<file path="src/rtl/blink_stretcher.sv">
// blink_stretcher: stretches single-cycle event pulses into fixed-length LED blinks
// separated by a fixed dark gap, queueing events in a saturating counter.
module blink_stretcher #(
   parameter int WIDTH     = 20,
   parameter int CNT_WIDTH = 4
) (
   input  logic                 clk,
   input  logic                 reset,
   input  logic                 in,
   output logic                 out,
   output logic                 busy,
   output logic [CNT_WIDTH-1:0] pending
);
   typedef enum logic [1:0] {IDLE = 2'b00, ON = 2'b01, OFF = 2'b10, BAD = 2'b11} state_t;
   state_t state, state_nxt;
   logic [WIDTH-1:0] timer;
   logic timer_done, dec;
   assign timer_done = &timer;
   assign dec        = (state == IDLE) && (pending != '0);
   always_comb begin
      state_nxt = IDLE;
      case (state)
         IDLE:    state_nxt = dec ? ON : IDLE;
         ON:      state_nxt = timer_done ? OFF : ON;
         OFF:     state_nxt = timer_done ? IDLE : OFF;
         default: state_nxt = IDLE;
      endcase
   end
   // Timer restarts on every transition so each phase lasts exactly 2^WIDTH cycles.
   always_ff @(posedge clk) begin
      if (reset) begin
         state   <= IDLE;
         timer   <= '0;
         pending <= '0;
      end else begin
         state   <= state_nxt;
         timer   <= (state_nxt != state || state == IDLE) ? '0 : timer + 1'b1;
         pending <= (in && !dec) ? (&pending ? pending : pending + 1'b1) :
                    (dec && !in) ? pending - 1'b1 : pending;
      end
   end
   assign out  = (state == ON);
   assign busy = (state != IDLE) || (pending != '0);
endmodule

</file>
<file path="config.mk">
export PLATFORM = sky130hd
export DESIGN_NAME = blink_stretcher
export DESIGN_NICKNAME = d
export VERILOG_FILES = /design/src/rtl/blink_stretcher.sv
export SDC_FILE = /design/constraint.sdc
export NUM_CORES = 1
export LEC_CHECK = 0
export BUFFER_PORTS_ARGS = -buffer_cell sky130_fd_sc_hd__buf_4
export CAP_MARGIN = 20
export CORE_ASPECT_RATIO = 1.4
export CORE_UTILIZATION = 30
export CTS_CLUSTER_DIAMETER = 100
export CTS_CLUSTER_SIZE = 40
export DETAILED_ROUTE_END_ITERATION = 16
export GPL_TIMING_DRIVEN = 0
export RECOVER_POWER = 25
export SKIP_LAST_GASP = 1
export SLEW_MARGIN = 20
export SYNTH_ARGS = -nofsm -noshare
export SYNTH_HDL_FRONTEND = slang
export SYNTH_SLANG_ARGS = --single-unit
</file>
<file path="constraint.sdc">
create_clock -name clk -period 4.8 [get_ports clk]
set_input_delay 0.72 -clock clk [delete_from_list [all_inputs] [get_ports clk]]
set_output_delay 0.72 -clock clk [all_outputs]
set_load 0.005 [all_outputs]
</file>
Word-level counts from Yosys, hierarchy flattened
Index checks and enable logic that the tools add are counted.
Operators by class
  add/subtract/negate cells: 3
  eq/ne operators: 4
  mux-type cells: 7
  reduce and logical (&&, ||, !) cells: 15
Operator list (count)
  20-bit by 1-bit adder with 20-bit output, second input constant: 1
  20-bit AND reduction: 1
  4-bit 2-to-1 mux: 3
  2-bit case mux with 3 select lines: 1
  4-bit by 1-bit adder with 4-bit output, second input constant: 1
  2-bit 2-to-1 mux: 2
  4-bit AND reduction: 1
  2-bit nonzero test: 2
  4-bit nonzero test: 1
  4-bit by 1-bit subtractor with 4-bit output, second input constant: 1
  1-bit logical AND: 3
  2-bit by 1-bit equality test with 1-bit output, second input constant: 1
  2-bit equality test, second input constant: 1
  1-bit logical NOT: 2
  2-bit logical NOT: 1
  1-bit logical OR: 2
  2-bit != test: 1
  2-bit != test, second input constant: 1
  2-bit AND reduction: 1
  2-bit OR reduction: 1
  1-bit 2-to-1 mux: 1
Word-level totals
  bits in registers: 26
  bits of input ports: 3
  output and inout bits: 6
  word-level logic and storage cells: 32

Longest topological paths before layout
  depth in word-level cells: 7
  mapped depth: 8

Worst setup path after synthesis
No wires, ideal clock.
  path kind: register to register
  start point: reg pending[1]
  end point: reg pending[3]
  arrival: 2041 ps
  data required time: 4672 ps
  setup slack: 2631 ps
  stages on the path, launching flop included: 9
  path buffers: 0
  path through: dfxtp_1 nor4_1 nand2b_1 nand2_1 ha_1 a21oi_1 a21boi_0 mux2i_1 o211ai_1
Between the ends
  cells in the longest elaborated chain, start to end: 6
  elaborated cells between the ends (all ways): 14
Ends and longest elaborated chain
  start: declaration: RTL line 12  | output logic [CNT_WIDTH-1:0] pending
  start signal: assignment: RTL line 38  | pending <= (in && !dec) ? (&pending ? pending : pending + 1'b1) :
  branches (longest 6 deep; another with 4-bit by 1-bit subtractor with 4-bit output)
Parallel ways; which one is timed is not known. The select of a mux whose other input is x is not followed.
A chain may end at the register's enable or synchronous reset.

Final worst setup path
Same ends and word-level chain as after synthesis.

==> flow_metrics.tcl <==
set metrics [dict create \
    synth_largest_area_cell "dfxtp_1" \
    synth_top_area_share 0.401 \
    synthFlopType "dfxtp_1" \
    firstDrtPassIters 10 \
    path_buf_inv 0 \
    cp_slowest_cell "nor4_1" \
    synthXorXnorAreaFrac 0.101 \
    cts_num_sinks 26 \
    synthArstFlopShare 0 \
    synth_mux_area_frac 0.00771 \
    syn-num-nets 160 \
    wirelength_um 2460 \
    core_um2 4050 \
    cts-root-buf "clkbuf_8" \
    overflow 0 \
    drive_above_1_share 0.0915 \
    grt_pass1_wl_um 4410 \
    avgViaCountPerCell 5.38 \
    remaining_drc_errors 3 \
    startpoint_type "flip-flop" \
    synth_top_family_by_area "simple AND/OR/NAND/NOR gates" \
    post-route-period-util 0.507 \
    place_ws_ns 2.38 \
    cts_setup_buffers 0 \
    gp_congestion 0.793 \
    holdCritPathClass "flip-flop to flip-flop" \
    arrival_ns 2.59 \
    outcome "finished with violations" \
    yosys_warnings 0 \
    max_cap_violations 0 \
    synth-simple-area-share 0.311 \
    vias 1114 \
    grt_max_degree 15 \
    syn2layout_area_growth_pct 11.9 \
    dieArea_um2 4600 \
    area.sequential_um2 520 \
    clk_pin_slew_ns 0.09 \
    clock_path_buffers 2 \
    clk_latency_ns 0.27 \
    violations "DRC" \
    grt_pass1_vias 1053 \
    io_buffers 7 \
    dr.first_iter.drc_count 81 \
    yosys_register_bits 26 \
    cts_buffers 3 \
    initial_core_util 0.320 \
    antenna_found_initial 0 \
    leakagePower_nw 0.461 \
    relSlewSlack 0.507 \
    tritoncts "built" \
    fillers 435 \
    synthesis.area_um2 1300 \
    place_hpwl_um 1800 \
    ant_nets 0 \
    netlist_top_cells_area "dfxtp_1, xnor2_1, nor2_1" \
    gr-usage-all-layers 0.122 \
    rows 27 \
    skew_ns 0.00278 \
    fmax_mhz 411 \
    layout_min_cycle_time_ns 2.44 \
    nets 172 \
    syn_inst 153 \
    ir_worst_vdd_mv 0.150 \
    syn_avg_cell_area_um2 8.48 \
    synthAdderAreaFrac 0.0444 \
    fin_ws_ns 2.36 \
    htree_num_levels 1 \
    crit_fanout 6 \
    path_cells "nor4_1, nand2b_1, nand2_1, ha_1, a21oi_1, a21boi_0, mux2i_1, o211ai_1" \
    power.density_cell_area_nw_per_um2 425 \
    synth_edf_count 0 \
    cts_resized 0 \
    cp_data_required_time_ns 4.96 \
    antennaDiodeCount 0 \
    multi_input_area_um2 741 \
    synth-compound-area-share 0.112 \
    slowest_delay_ns 0.63 \
    rsz0062_at_grt "false" \
    crit_type "flip-flop to flip-flop" \
    die_h_um 79.8 \
    ios 9 \
    hold_buffers 0 \
    wire_per_inst_um 11.9 \
    tns_ns 0 \
    end_kind "flip-flop" \
    setup_violations 0 \
    ys_seq_area_frac 0.401 \
    ys_types 35 \
    path_delay_family "simple AND/OR/NAND/NOR gates" \
    die_w_um 57.6 \
    worst_slew_pin_slew_ns 0.733 \
    hold_viol 0 \
    slew_viol_final 0 \
]
## placed cells by master, fill, tap and decap left out, drive strengths merged
master / count
dfxtp: 26
nor2: 20
nand3: 12
clkbuf: 11
nand4: 9
xnor2: 9
a21oi: 9
nand2: 8
xor2: 6
o21ai: 6
nor4: 5
nor3: 5
or4: 4
buf: 4
inv: 3
or3: 3
ha: 3
nand2b: 2
nor2b: 2
and3: 2
o211ai: 2
and4: 2
o21bai: 1
a21o: 1
o311a: 1
nor3b: 1
o311ai: 1
or2: 1
o31ai: 1
a21boi: 1
mux2i: 1
a31oi: 1
fa: 1
## Yosys cell counts (2+ instances only)
| cell type | instances |
|---|---|
| a21oi_1 | 9 |
| and3_1 | 2 |
| buf_2 | 3 |
| dfxtp_1 | 26 |
| ha_1 | 3 |
| inv_1 | 3 |
| nand2_1 | 8 |
| nand2b_1 | 2 |
| nand3_1 | 12 |
| nand4_1 | 8 |
| nor2_1 | 20 |
| nor2b_1 | 2 |
| nor3_1 | 5 |
| nor4_1 | 5 |
| o211ai_1 | 2 |
| o21ai_0 | 6 |
| or3_1 | 3 |
| or4_1 | 4 |
| xnor2_1 | 9 |
| xor2_1 | 6 |
## power breakdown
group | leakage [nW] | total [W] | switching (W) | internal (W)
combinational | 0.221 | 0.000208 | 0.000112 | 0.0000957
clock | 0.0288 | 0.000140 | 0.0000663 | 0.0000733
sequential | 0.211 | 0.000269 | 0.0000321 | 0.000237
total | 0.461 | 0.000616 | 0.000210 | 0.000406
## metrics by stage
step | total power (W) | hold WS [ns] | util | cells | cell area (um^2)
floorplan | 0.000411 | 0.437 | - | 153 | 1300
global placement | 0.000483 | 0.458 | 0.346 | 203 | 1400
detailed placement | 0.000483 | 0.462 | 0.346 | 203 | 1400
CTS | 0.000628 | 0.485 | 0.360 | 207 | 1460
global route | 0.000667 | 0.537 | 0.358 | 207 | 1450
finish | 0.000616 | 0.476 | 0.358 | 207 | 1450
## layout make-up
| type | count | area share |
|---|---|---|
| flip-flops and latches | 26 | 0.359 |
| repair buffers | 7 | 0.0362 |
| inverters | 3 | 0.00776 |
| clock buffers | 4 | 0.0379 |
| well taps | 43 | 0.0371 |
| plain buffers | 4 | 0.0121 |
| multi-input cells | 120 | 0.510 |
## worst paths after layout
check,start,endpoint,slack (ns),cells after the start
setup / recovery,pending[1]$_SDFFE_PP0P_,pending[3]$_SDFFE_PP0P_,2.36,8
hold / removal,timer[0]$_SDFF_PP0_,timer[0]$_SDFF_PP0_,0.48,1
setup reg to reg,pending[1]$_SDFFE_PP0P_,pending[3]$_SDFFE_PP0P_,2.36,8
hold reg to reg,timer[0]$_SDFF_PP0_,timer[0]$_SDFF_PP0_,0.48,1
## worst reg2reg max path, stage by stage, from the launching register on
cell and delay [ns]:
dfxtp_1 0.38, nor4_1 0.63, nand2b_1 0.21, nand2_1 0.11
ha_1 0.33, a21oi_1 0.29, a21boi_0 0.13, mux2i_1 0.14
o211ai_1 0.09
## metal layers
| metal | vias up | GRT usage | share of wire |
|---|---|---|---|
| li1 | 580 | - | - |
| met1 | 517 | 0.132 | 0.46 |
| met2 | 12 | 0.229 | 0.50 |
| met3 | 5 | 0.0146 | 0.024 |
| met4 | 0 | 0.0585 | 0.020 |
| met5 | - | 0 | 0 |
## sequential cells by signal, summed over array words and instances, names as in the netlist
register  flops
state         2
timer        20
pending       4
## kinds of logic (layout without fill, tap and decap cells)
kind of cell	Yosys count	in the layout
AOI/OAI and AO/OA	24	24
muxes	1	1
buffers and inverters	7	18
and+or+nand+nor	76	76
DFF	26	26
xor gates and xnor gates	15	15
adders and majority gates	4	4
No activity file was read; power rests on OpenSTA's default activity.
